<file path="src/rtl/kgp_mem_pkg.sv">
// Shared types and defaults for the data-memory arbiter slice.
package kgp_mem_pkg;

    localparam int DEF_ADDR_W     = 10;
    localparam int DEF_DATA_W     = 32;
    localparam int DEF_STARVE_MAX = 4;
    localparam int CNT_W          = 4;

    typedef enum logic {
        OWN_CPU = 1'b0,
        OWN_DBG = 1'b1
    } owner_e;

    typedef enum logic {
        NORMAL    = 1'b0,
        FORCE_DBG = 1'b1
    } arb_state_e;

endpackage

</file>
<file path="src/rtl/dmem_starve_ctr.sv">
// Starvation guard: counts conflicts the DBG port loses in a row and flags
// that DBG must win the next conflict once the limit is reached.
module dmem_starve_ctr
    import kgp_mem_pkg::*;
#(
    parameter int STARVE_MAX = DEF_STARVE_MAX
) (
    input  logic clk,
    input  logic rst,
    input  logic conflict,
    input  logic cpu_won,
    input  logic dbg_won,
    input  logic dbg_req,
    output logic force_dbg
);

    localparam logic [CNT_W-1:0] LIMIT = CNT_W'(STARVE_MAX);

    arb_state_e       state;
    logic [CNT_W-1:0] cnt;
    logic [CNT_W-1:0] cnt_inc;
    logic             dbg_lost;

    assign dbg_lost  = conflict & cpu_won;
    assign cnt_inc   = cnt + 1'b1;
    assign force_dbg = (state == FORCE_DBG);

    // NOTE: sequential state uses non-blocking assignments only, and every
    // flop here is cleared by the asynchronous active-low reset.
    always_ff @(posedge clk or negedge rst) begin
        if (!rst) begin
            state <= NORMAL;
            cnt   <= '0;
        end else begin
            if (dbg_won || !dbg_req) begin
                cnt <= '0;
            end else if (dbg_lost && cnt != LIMIT) begin
                cnt <= cnt_inc;
            end

            case (state)
                NORMAL: begin
                    if (dbg_lost && cnt_inc == LIMIT) begin
                        state <= FORCE_DBG;
                    end
                end
                FORCE_DBG: begin
                    // Stay forced until DBG actually gets a slot.
                    if (dbg_won) begin
                        state <= NORMAL;
                    end
                end
                default: state <= NORMAL;
            endcase
        end
    end

endmodule

</file>
<file path="src/rtl/dmem_arbiter.sv">
// Shares one single-port data RAM between the CPU load/store port and the
// debug/loader port; CPU has priority, DBG is protected from starvation.
module dmem_arbiter
    import kgp_mem_pkg::*;
#(
    parameter int ADDR_W     = DEF_ADDR_W,
    parameter int DATA_W     = DEF_DATA_W,
    parameter int STARVE_MAX = DEF_STARVE_MAX
) (
    input  logic              clk,
    input  logic              rst,

    input  logic              cpu_req,
    input  logic              cpu_we,
    input  logic [ADDR_W-1:0] cpu_addr,
    input  logic [DATA_W-1:0] cpu_wdata,
    output logic              cpu_stall,
    output logic [DATA_W-1:0] cpu_rdata,
    output logic              cpu_rvalid,

    input  logic              dbg_req,
    input  logic              dbg_we,
    input  logic [ADDR_W-1:0] dbg_addr,
    input  logic [DATA_W-1:0] dbg_wdata,
    output logic              dbg_gnt,
    output logic [DATA_W-1:0] dbg_rdata,
    output logic              dbg_rvalid,

    output logic              mem_en,
    output logic              mem_we,
    output logic [ADDR_W-1:0] mem_addr,
    output logic [DATA_W-1:0] mem_wdata,
    input  logic [DATA_W-1:0] mem_rdata
);

    logic   cpu_grant;
    logic   dbg_grant;
    logic   conflict;
    logic   force_dbg;
    logic   rd_pending;
    owner_e rd_owner;

    assign conflict = cpu_req & dbg_req;

    dmem_starve_ctr #(
        .STARVE_MAX (STARVE_MAX)
    ) u_starve_ctr (
        .clk       (clk),
        .rst       (rst),
        .conflict  (conflict),
        .cpu_won   (cpu_grant),
        .dbg_won   (dbg_grant),
        .dbg_req   (dbg_req),
        .force_dbg (force_dbg)
    );

    // Grants are held off while reset is asserted so nothing reaches the RAM.
    // NOTE: each combinational output gets a default first so no latch is inferred.
    always_comb begin
        cpu_grant = 1'b0;
        dbg_grant = 1'b0;
        if (rst) begin
            if (cpu_req && !(dbg_req && force_dbg)) begin
                cpu_grant = 1'b1;
            end else if (dbg_req) begin
                dbg_grant = 1'b1;
            end
        end
    end

    assign cpu_stall = cpu_req & ~cpu_grant;
    assign dbg_gnt   = dbg_grant;

    always_comb begin
        mem_en    = cpu_grant | dbg_grant;
        mem_we    = 1'b0;
        mem_addr  = cpu_addr;
        mem_wdata = cpu_wdata;
        if (dbg_grant) begin
            mem_we    = dbg_we;
            mem_addr  = dbg_addr;
            mem_wdata = dbg_wdata;
        end else if (cpu_grant) begin
            mem_we    = cpu_we;
        end
    end

    // Read latency is fixed at one cycle, so a single tag is enough.
    always_ff @(posedge clk or negedge rst) begin
        if (!rst) begin
            rd_pending <= 1'b0;
            rd_owner   <= OWN_CPU;
        end else begin
            rd_pending <= mem_en & ~mem_we;
            rd_owner   <= dbg_grant ? OWN_DBG : OWN_CPU;
        end
    end

    assign cpu_rvalid = rd_pending & (rd_owner == OWN_CPU);
    assign dbg_rvalid = rd_pending & (rd_owner == OWN_DBG);
    assign cpu_rdata  = mem_rdata;
    assign dbg_rdata  = mem_rdata;

endmodule

</file>
<file path="config.mk">
export PLATFORM = sky130hd
export DESIGN_NAME = dmem_arbiter
export DESIGN_NICKNAME = d
export VERILOG_FILES = /design/src/rtl/kgp_mem_pkg.sv /design/src/rtl/dmem_starve_ctr.sv /design/src/rtl/dmem_arbiter.sv
export SDC_FILE = /design/constraint.sdc
export NUM_CORES = 1
export LEC_CHECK = 0
export ABC_AREA = 0
export BUFFER_PORTS_ARGS = -buffer_cell sky130_fd_sc_hd__buf_2
export CAP_MARGIN = 5
export CORE_AREA = 2 2 90 92
export CTS_CLUSTER_SIZE = 20
export DETAILED_ROUTE_END_ITERATION = 16
export DIE_AREA = 0 0 92 94
export GPL_TIMING_DRIVEN = 0
export PLACE_DENSITY = 0.62
export SLEW_MARGIN = 30
export SYNTH_ARGS = -nofsm -noshare
export SYNTH_HDL_FRONTEND = slang
export SYNTH_HIERARCHICAL = 1
export SYNTH_SLANG_ARGS = --single-unit
</file>
<file path="constraint.sdc">
create_clock -name clk -period 1.6 [get_ports clk]
set_clock_uncertainty 0.05 [all_clocks]
set_input_delay 0.32 -clock clk [delete_from_list [all_inputs] [get_ports clk]]
set_output_delay 0.32 -clock clk [all_outputs]
set_load 0.02 [all_outputs]
</file>
---- Yosys cells after proc, flatten, opt, wreduce, memory -nomap -nowiden ----
Index checks and enable logic that the tools add are counted.
word-level totals
  flip-flop bits (word level) ............. 7
  input port bits ......................... 122
cells by class
  add/sub/neg operators ................... 1
  equality and inequality tests ........... 2
  mux-type cells .......................... 15
  bitwise gates (word level) .............. 11
  reductions and logical operators ........ 8
operators with widths
  cell                                                   count
  two-way mux 32 bit                                     1
  two-way mux 1 bit                                      10
  two-way mux 10 bit                                     1
  two-way mux 4 bit                                      2
  bitwise AND 1 bit                                      6
  adder 4 x 1 -> 4 bit, second input constant            1
  equality test 4 x 3 -> 1 bit, second input constant    1
  logical AND 1 bit                                      4
  inequality test 4 x 3 -> 1 bit, second input constant  1
  NOT 1 bit                                              4
  logical NOT 1 bit                                      2
  one-hot mux 1 bit (2 select lines)                     1
  nonzero test 2 bit                                     1
  logical OR 1 bit                                       1
  bitwise OR 1 bit                                       1

---- Logic depth before layout (Yosys ltp) ----
Gate-level depths: netlist of run 1.
  word-level depth ........................ 9
  gate-level depth with buffers ........... 7
  mapped depth without buffers ............ 6

---- Hierarchy ----
The synthesis of run 1 kept the hierarchy.
modules (own cells, without submodules)
  module           instances  cells each  area each (sq um)  seq. area each (sq um)
  dmem_arbiter     1          131         1336.3             50.0
  dmem_starve_ctr  1          32          317.8              125.1

---- Worst setup path after synthesis of run 1 ----
Ideal clock, no wire load.
  path type ............................... register to output
  from .................................... reg u_starve_ctr.state, in the netlist u_starve_ctr/force_dbg
  to ...................................... out mem_addr[0]
  arrival time ............................ 1326 ps
  setup slack ............................. -96 ps
  stages on the path, launching flop included .. 6
  path buffers ............................ 2
  cell sequence ........................... dfrtp_1 -> nand2b_1 -> and3_1 -> buf_6 -> buf_12 -> mux2_4
on the way
  cells in the longest elaborated chain, start to end .. 6
RTL lines
  element                 line                   RTL
  from (decl)             dmem_starve_ctr.sv:19  arb_state_e state;
  from (signal assigned)  dmem_starve_ctr.sv:32  state <= NORMAL;
  from (signal assigned)  dmem_starve_ctr.sv:44  state <= FORCE_DBG;
  from (signal assigned)  dmem_starve_ctr.sv:50  state <= NORMAL;
  logical AND 1 bit       dmem_arbiter.sv:63     if (cpu_req && !(dbg_req && force_dbg)) begin
  logical NOT 1 bit       dmem_arbiter.sv:63
  logical AND 1 bit       dmem_arbiter.sv:63
  two-way mux 1 bit       dmem_arbiter.sv:63
  two-way mux 1 bit       dmem_arbiter.sv:62     if (rst) begin
  via dbg_gnt             dmem_arbiter.sv:25     output logic dbg_gnt,
  two-way mux 10 bit      dmem_arbiter.sv:79     if (dbg_grant) begin
  to (decl)               dmem_arbiter.sv:31     output logic [ADDR_W-1:0] mem_addr,
The timed path passes the listed nets, and every way through them passes these cells.

---- Worst setup path after layout of run 1 ----
  from .................................... reg u_starve_ctr.state, in the netlist u_starve_ctr/force_dbg
  to ...................................... out mem_addr[8]
on the way
  cells in the longest elaborated chain, start to end .. 6
RTL lines
  element             line
  logical AND 1 bit   dmem_arbiter.sv:63
  logical NOT 1 bit   dmem_arbiter.sv:63
  logical AND 1 bit   dmem_arbiter.sv:63
  two-way mux 1 bit   dmem_arbiter.sv:63
  two-way mux 1 bit   dmem_arbiter.sv:62
  two-way mux 10 bit  dmem_arbiter.sv:79
No other way between the ends.

==> metrics.csv, run 1 <==
metric;value;unit
status;finished with violations;
violations;negative setup slack;
critPathTopFamily;buffers and inverters;
crit_required;1.23;ns
grt_pass1_vias;1738;
track_usage;11.8;%
layout-area-overhead-vs-synth;91.5;%
routed_wl;6.11;mm
io_pins;234;
met2_length;3.44;mm
drv_cap;0;
rsz0062_at_grt;true;
fin_tns_setup;-17.58;ns
fin_hold_ws;0.277;ns
grt_pass1_wl;8.37;mm
netlist_area;0.00165;mm²
setup_violations;49;
vias;1837;
synth_edf_count;0;
maxSlewHeadroom;78.4;%
pwr_density_cell;441;mW/mm²
cts_inserted_buffers;3;
dpl.hpwl;5.25;mm
antenna_found_initial;0;
cts_tree;built;
cp_common_cell;buf_12;
start_kind;register;
ys.flop_type;dfrtp_1;
crit_type;register to output pin;
h-tree-depth;1;
synth.avg_cell_area;10.1;µm²
start_util;21.7;%
pre_cts_ws;-0.381;ns
dr.max_layer_used;met4;
drtPass1Iterations;4;
ys_ff_latch;7;
gp_congestion;0.800;
ant_nets;0;
synth_fp_nets;288;
synth_top_cells_by_area;mux2_4 35%, buf_4 29%, dfrtp_1 11%;
worst_pin_slew;0.323;ns
synth_largest_area_cell;mux2_4;
wl_met1;2.25;mm
clockBufferDepth;2;
vias_per_cell;3.85;
antenna_cells;0;
arrival;1.65;ns
fmax;0.494;GHz
wl_met3;418;µm
core-area;0.00761;mm²
synth_most_common_cell;buf_4;
drtIter0Drc;34;
nets;501;
die_h;94;µm
vdd_drop_max;0.760;mV
die_w;92;µm
ys_seq_area_share;10.6;%
period_share;126;%
clk_latency;0.22;ns
ys_top_cells_by_count;64 x buf_4, 39 x mux2_4, 7 x dfrtp_1, 6 x nand2_1;
synth.distinct_cells;30;
grt_max_degree;12;
cts_root_buf;clkbuf_8;
clk_pin_slew;0.04;ns
yosysWarnings;6;
min_period;2.02;ns
rows;32;
die_area;0.00865;mm²
critical_path_buf_inv_count;3;
cpPeakStageDelay;0.39;ns
cp_max_fo;11;
crit_slowest_cell;dfrtp_1;
synthArstFlopShare;100;%
drive_gt1_share;88.3;%
hold_path_class;primary input to register;
final_hold_viol_count;0;
grt.overflow.total;0;
synthCells;163;
final-instance-count-excl-fill;477;
clock_sinks;7;
drc_errors;0;
path_cells;nand2b_4, and3_4, buf_12, buf_12, mux2_4, buf_2;
drv_slew;0;
wl_per_cell;12.8;µm
critPathCaptureType;output pin;
dp_cells;466;
fin_ws;-0.422;ns
port_buffers;201;
fin_util;41.6;%
synth_top_area_share;35.4;%
p_leak;1.79;nW
==> layout by cell type, fill, tap and decap left out, types with 2 or more instances in the layout <==
cell      netlist  routed
nor2_1          3       2
buf_12          4       5
mux2_2          3       2
dfrtp_1         7       7
clkbuf_8        0       3
o21ai_0         2       2
inv_1           4       4
a21oi_1         2       2
nand2_1         6       5
buf_2           0     165
buf_6           1      35
buf_4          64      71
xnor2_1         2       2
nand2b_4        0       2
o21a_1          2       2
ha_1            3       3
mux2_4         39      40
nand2b_1        4       2
==> through the flow <==
stage               power [W]  instance area, µm²
global route          0.00148                3170
detailed placement    0.00104                2800
CTS                   0.00138                3070
global placement      0.00104                2800
finish                0.00140                3170
floorplan            0.000733                1670
==> final timing paths <==
check | cells past startpoint | end | startpoint | slack (ns)
max | 6 | mem_addr[8] | u_starve_ctr/force_dbg | -0.42
min | 2 | rd_pending | dbg_we | 0.28
max reg2reg | 7 | u_starve_ctr/force_dbg | u_starve_ctr/force_dbg | -0.12
min in group asynchronous | 2 | rd_pending | rst | 0.58
max in group asynchronous | 2 | u_starve_ctr/cnt[3] | rst | 0.68
min reg2reg | 2 | u_starve_ctr/force_dbg | u_starve_ctr/force_dbg | 0.51
==> metal layers <==
| metal | up-vias | track usage, % |
|---|---|---|
| met2 | 77 | 22.5 |
| met5 | - | 0 |
| met3 | 2 | 2.41 |
| li1 | 915 | - |
| met4 | 0 | 0.746 |
| met1 | 843 | 14.1 |
==> what timing repair did <==
item                       in CTS  in global routing
pin swaps                       2                  1
hold endpoints to repair        7                  0
gates resized for setup        55                 23
buffers inserted                5                  1
setup endpoints to repair      46                 49
hold buffers                    1                  0
gates cloned                    0                  0
==> report_power, final <==
group,total [W],internal [W],switching (W)
Sequential,0.000184,0.000181,0.00000215
Combinational,0.000972,0.000531,0.000441
Clock,0.000242,0.000172,0.0000705
==> cells by family after synthesis <==
logic type,count (synthesis),share of synthesized area (%)
buffers and inverters,73,35.5
adder cells (fa/ha/maj),3,2.27
flip-flops,7,10.6
multiplexers,42,37.4
XOR/XNOR,2,1.06
AO/OA/AOI/OAI,12,4.84
AND/OR/NAND/NOR,24,8.32
==> flip-flops by register name, summed over array words and instances (netlist names) <==
signal / cells
u_starve_ctr/force_dbg: 1
rd_pending: 1
rd_owner: 1
u_starve_ctr/cnt: 4
==> final cells by class <==
type / count / area [µm²]
well taps: 102 / 128
repair buffers: 208 / 1280
inverters: 4 / 15.0
plain buffers: 69 / 581
clock buffers: 4 / 45.0
multi-input cells: 83 / 942
fillers: 759 / 4440
flip-flops and latches: 7 / 175
(Power assumes the default switching activity.)
==> inputs of run 2 (changes only) <==
--- a/config.mk
+++ b/config.mk
@@ -6,7 +6,7 @@
 export NUM_CORES = 1
 export LEC_CHECK = 0
 export ABC_AREA = 0
-export BUFFER_PORTS_ARGS = -buffer_cell sky130_fd_sc_hd__buf_2
+export BUFFER_PORTS_ARGS = -buffer_cell sky130_fd_sc_hd__buf_4
 export CAP_MARGIN = 5
 export CORE_AREA = 2 2 90 92
 export CTS_CLUSTER_SIZE = 20
==> metrics.csv, run 2 (synthesis gave the netlist of run 1 again) <==
metric;value;unit
power.switching;0.000546;W
grt_pass1_vias;1774;
crit_slowest_cell;dfrtp_1;
hold_path_class;primary input to register;
routed_wl;7.04;mm
dp_cells;466;
dpl.hpwl;5.73;mm
p_int;0.00105;W
die_area;0.00865;mm²
fmax;0.487;GHz
path_cells;nand2b_4, and3_4, buf_12, buf_12, mux2_4, buf_6;
worst_pin_slew;0.358;ns
clk_pin_slew;0.04;ns
port_buffers;201;
pwr_density_cell;415;mW/mm²
core-area;0.00761;mm²
violations;negative setup slack;
start_util;21.7;%
swShare;34.2;%
grt_pass1_wl;9.27;mm
cts_root_buf;clkbuf_8;
rows;32;
rsz0062_at_grt;true;
fin_hold_ws;0.285;ns
clockPowerShare;15.7;%
clockBufferDepth;2;
p_leak;2.07;nW
gp_congestion;0.771;
track_usage;13.3;%
grt.overflow.total;0;
largest_reg_flops;4;
seq_power_share;11.5;%
wl_per_cell;14.3;µm
arrival;1.68;ns
final-instance-count-excl-fill;491;
final_hold_viol_count;0;
cp_max_fo;10;
grt_max_degree;11;
nets;515;
die_w;92;µm
vdd_drop_max;0.394;mV
drtIter0Drc;21;
final_area;0.00384;mm²
status;finished with violations;
drive_gt1_share;89.7;%
critPathTopFamily;buffers and inverters;
post_dp_cell_area;0.00331;mm²
cpPeakStageDelay;0.37;ns
crit_type;register to output pin;
drv_slew;0;
critPathCaptureType;output pin;
cp_common_cell;buf_12;
maxSlewHeadroom;76.0;%
antenna_found_initial;0;
die_h;94;µm
drtPass1Iterations;4;
setup_violations;49;
drc_errors;0;
vias_per_cell;3.90;
antenna_cells;0;
pre_cts_ws;-0.285;ns
vias;1915;
clock_sinks;7;
min_period;2.05;ns
crit_required;1.23;ns
critical_path_buf_inv_count;3;
final_cell_mix;232 x buf_4, 49 x buf_6, 42 x mux2_4;
final_common_cell;buf_4;
io_pins;234;
cts_tree;built;
combinationalPowerShare;72.8;%
h-tree-depth;1;
ant_nets;0;
drv_cap;0;
fin_ws;-0.454;ns
nFillCells;725;
seq_area;176;µm²
largest_register;u_starve_ctr/cnt;
start_kind;register;
period_share;128;%
multi_input_area;973;µm²
clk_latency;0.23;ns
layout-area-overhead-vs-synth;132;%
cts_inserted_buffers;3;
## run 2: cell count changes in the layout (fill, tap and decap cells not counted), moves of 2 or more
cell       delta
buf_6        +14
nand2_4       +3
nand2_1       -2
mux2_2        -2
buf_4       +161
mux2_4        +2
clkbuf_16     +3
buf_2       -165
## run 2: through the flow
| stage | setup TNS (ns) | utilization (%) | total power (W) |
|---|---|---|---|
| global route | -21.68 | 50.5 | 0.00167 |
| floorplan | -1.45 | - | 0.000733 |
| finish | -19.49 | 50.5 | 0.00159 |
| global placement | -10.74 | 43.5 | 0.00121 |
| CTS | -19.18 | 47.3 | 0.00156 |
| detailed placement | -10.90 | 43.5 | 0.00122 |
## run 2: power by group through the flow
stage | Sequential, W | Combinational [W] | Clock (W)
2_1_floorplan | 0.000185 | 0.000548 | 0
3_3_place_gp | 0.000186 | 0.00102 | 0
3_5_place_dp | 0.000186 | 0.00103 | 0
4_1_cts | 0.000184 | 0.00112 | 0.000257
5_1_grt | 0.000184 | 0.00122 | 0.000266
6_report | 0.000183 | 0.00116 | 0.000250
## run 2: timing repair
| action | in CTS | in global routing |
|---|---|---|
| setup endpoints to repair | 46 | 49 |
| hold buffers | 1 | 0 |
| gates cloned | 1 | 3 |
| pin swaps | 0 | 8 |
| buffers inserted | 5 | 12 |
| hold endpoints to repair | 7 | 0 |
| resized for setup | 47 | 22 |
## run 2: path summary, 6_finish.rpt
path                                        start                endpoint  slack, ns  cells past startpoint
min in group asynchronous                     rst  u_starve_ctr/force_dbg       0.54                      2
hold reg to reg            u_starve_ctr/force_dbg  u_starve_ctr/force_dbg       0.51                      2
hold / removal                             dbg_we              rd_pending       0.28                      2
setup / recovery           u_starve_ctr/force_dbg           mem_wdata[26]      -0.45                      6
max in group asynchronous                     rst     u_starve_ctr/cnt[0]       0.68                      2
setup reg to reg           u_starve_ctr/force_dbg     u_starve_ctr/cnt[0]      -0.17                      9
## run 2: area by class of cell
type / count / share of cell area, %
repair buffers: 222 / 50.1
well taps: 102 / 3.32
clock buffers: 4 / 1.17
flip-flops and latches: 7 / 4.59
inverters: 4 / 0.391
multi-input cells: 83 / 25.3
plain buffers: 69 / 15.1
## run 2: worst register-to-register path: stages (launching register included)
cell and delay, ns:
dfrtp_1 0.40, buf_4 0.14, buf_6 0.11, nand2_4 0.07, nand2_4 0.06, nor2_4 0.14
nand2_4 0.08, buf_4 0.13, or3_1 0.33, a21oi_1 0.16
## run 2: metal layers
metal	vias to the layer above	track usage [%]	routed length, µm
met5	-	0	0
met4	0	1.49	16
met3	2	2.25	403
met2	73	26.7	4180
met1	895	15.2	2440
li1	945	-	-
==> inputs of run 3 (changes only) <==
--- a/config.mk
+++ b/config.mk
@@ -8,12 +8,12 @@
 export ABC_AREA = 0
 export BUFFER_PORTS_ARGS = -buffer_cell sky130_fd_sc_hd__buf_4
 export CAP_MARGIN = 5
-export CORE_AREA = 2 2 90 92
+export CORE_AREA = 2 2 91 93
 export CTS_CLUSTER_SIZE = 20
 export DETAILED_ROUTE_END_ITERATION = 16
-export DIE_AREA = 0 0 92 94
+export DIE_AREA = 0 0 93 95
 export GPL_TIMING_DRIVEN = 0
-export PLACE_DENSITY = 0.62
+export PLACE_DENSITY = 0.59
 export SLEW_MARGIN = 30
 export SYNTH_ARGS = -nofsm -noshare
 export SYNTH_HDL_FRONTEND = slang
==> constraint.sdc (replaced) <==
create_clock -name clk -period 2.1 [get_ports clk]
set_clock_uncertainty 0.05 [all_clocks]
set_input_delay 0.42 -clock clk [delete_from_list [all_inputs] [get_ports clk]]
set_output_delay 0.42 -clock clk [all_outputs]
set_load 0.02 [all_outputs]
==> metrics.csv, run 3 (synthesis gave the netlist of run 1 again) <==
metric;value;unit
start_kind;register;
min_period;2.13;ns
arrival;1.66;ns
dpl.hpwl;5.71;mm
fin_tns_setup;-0.685;ns
die_area;0.00884;mm²
drtIter0Drc;16;
fmax;0.470;GHz
drtPass1Iterations;4;
wl_per_cell;13.8;µm
pre_cts_ws;0.0134;ns
cts_inserted_buffers;3;
path_cells;nand2b_4, and3_4, buf_12, buf_12, mux2_4, buf_6;
drive_gt1_share;86.9;%
clk_pin_slew;0.04;ns
grt_pass1_vias;1660;
cts_root_buf;clkbuf_8;
hold_path_class;primary input to register;
largest_register;u_starve_ctr/cnt;
layout-area-overhead-vs-synth;118;%
drv_slew;0;
cpPeakStageDelay;0.38;ns
final_hold_viol_count;0;
violations;negative setup slack;
gp_congestion;0.782;
vdd_drop_max;0.314;mV
cts_tree;built;
nets;500;
clk_latency;0.23;ns
crit_slowest_cell;dfrtp_1;
track_usage;13.1;%
die_h;95;µm
startpoint;u_starve_ctr/force_dbg;
fin_ws;-0.0274;ns
rsz0062_at_grt;true;
status;finished with violations;
clock_sinks;7;
p_leak;1.95;nW
critical_path_buf_inv_count;3;
rows;33;
vias_per_cell;3.82;
grt.overflow.total;0;
core-area;0.00793;mm²
drv_cap;0;
final-instance-count-excl-fill;479;
post_dp_cell_area;0.00329;mm²
period_share;101;%
r2r_start;u_starve_ctr/force_dbg;
h-tree-depth;1;
antenna_cells;0;
worst_pin_slew;0.315;ns
dp_cells;469;
nFillCells;763;
clockBufferDepth;2;
drc_errors;0;
crit_type;register to output pin;
start_util;20.9;%
final_cell_mix;226 x buf_4, 43 x buf_6, 42 x mux2_4;
setup_violations;41;
io_pins;234;
grt_pass1_wl;9.16;mm
maxSlewHeadroom;78.9;%
final_common_cell;buf_4;
largest_reg_flops;4;
port_buffers;201;
die_w;93;µm
critPathTopFamily;buffers and inverters;
grt_max_degree;11;
antenna_found_initial;0;
ant_nets;0;
cp_max_fo;10;
cp_common_cell;buf_12;
critPathCaptureType;output pin;
min_from;dbg_we;
pwr_density_cell;326;mW/mm²
total_power;0.00118;W
final_area;0.00360;mm²
vias;1832;
routed_wl;6.63;mm
crit_required;1.63;ns
==> run 3: cell types whose count changed in the layout (fill, tap and decap cells not counted), sizes merged <==
cell / change
buf: -12
clkbuf: -3
==> run 3: cell type report <==
cell class	count	area [µm²]	share of cell area [%]
buffer	69	581	16.1
clock buffer	4	45.0	1.25
tap	105	131	3.65
inverter	4	15.0	0.417
timing repair buffer	207	1740	48.3
sequential	7	175	4.86
multi-input combinational	83	916	25.4
==> run 3: worst paths after layout <==
path | to | slack, ns | depth (start not counted)
min in group asynchronous | u_starve_ctr/cnt[1] | 0.62 | 2
setup reg to reg | u_starve_ctr/cnt[3] | 0.18 | 8
setup / recovery | mem_addr[6] | -0.03 | 6
max in group asynchronous | u_starve_ctr/cnt[2] | 1.15 | 2
hold reg to reg | u_starve_ctr/cnt[2] | 0.56 | 1
hold / removal | rd_pending | 0.37 | 2
==> run 3: repair_timing <==
| item | 4_1_cts | 5_1_grt |
|---|---|---|
| endpoints found under the hold margin | 7 | 0 |
| hold buffers | 1 | 0 |
| buffers inserted | 3 | 1 |
| pin swaps | 0 | 0 |
| cloned | 1 | 0 |
| setup endpoints to repair | 39 | 42 |
| resized for setup | 47 | 4 |
==> run 3: worst register-to-register path, delay by kind of cell (launching register included) <==
kind	cells	cell delay, ns
DFF	1	0.38
buffers and inverters	2	0.26
AOI/OAI and AO/OA	1	0.14
and+or+nand+nor	5	1.02
==> run 3: per-stage QoR <==
stage	hold WS [ns]	utilization [%]
2_1_floorplan	0.0744	-
3_3_place_gp	0.208	41.6
3_5_place_dp	0.213	41.6
4_1_cts	0.373	45.1
5_1_grt	0.384	45.4
6_report	0.372	45.4
==> run 3: power by group <==
group          switching (W)  internal (W)
registers         0.00000159      0.000138
logic               0.000344      0.000503
clock network      0.0000575      0.000131
==> run 3: layer usage <==
| metal | vias to the layer above | global-route usage, % | routed length (µm) |
|---|---|---|---|
| met1 | 817 | 14.7 | 2290 |
| met5 | - | 0 | 0 |
| met2 | 92 | 25.2 | 3700 |
| met3 | 9 | 3.43 | 549 |
| li1 | 914 | - | - |
| met4 | 0 | 2.21 | 95 |
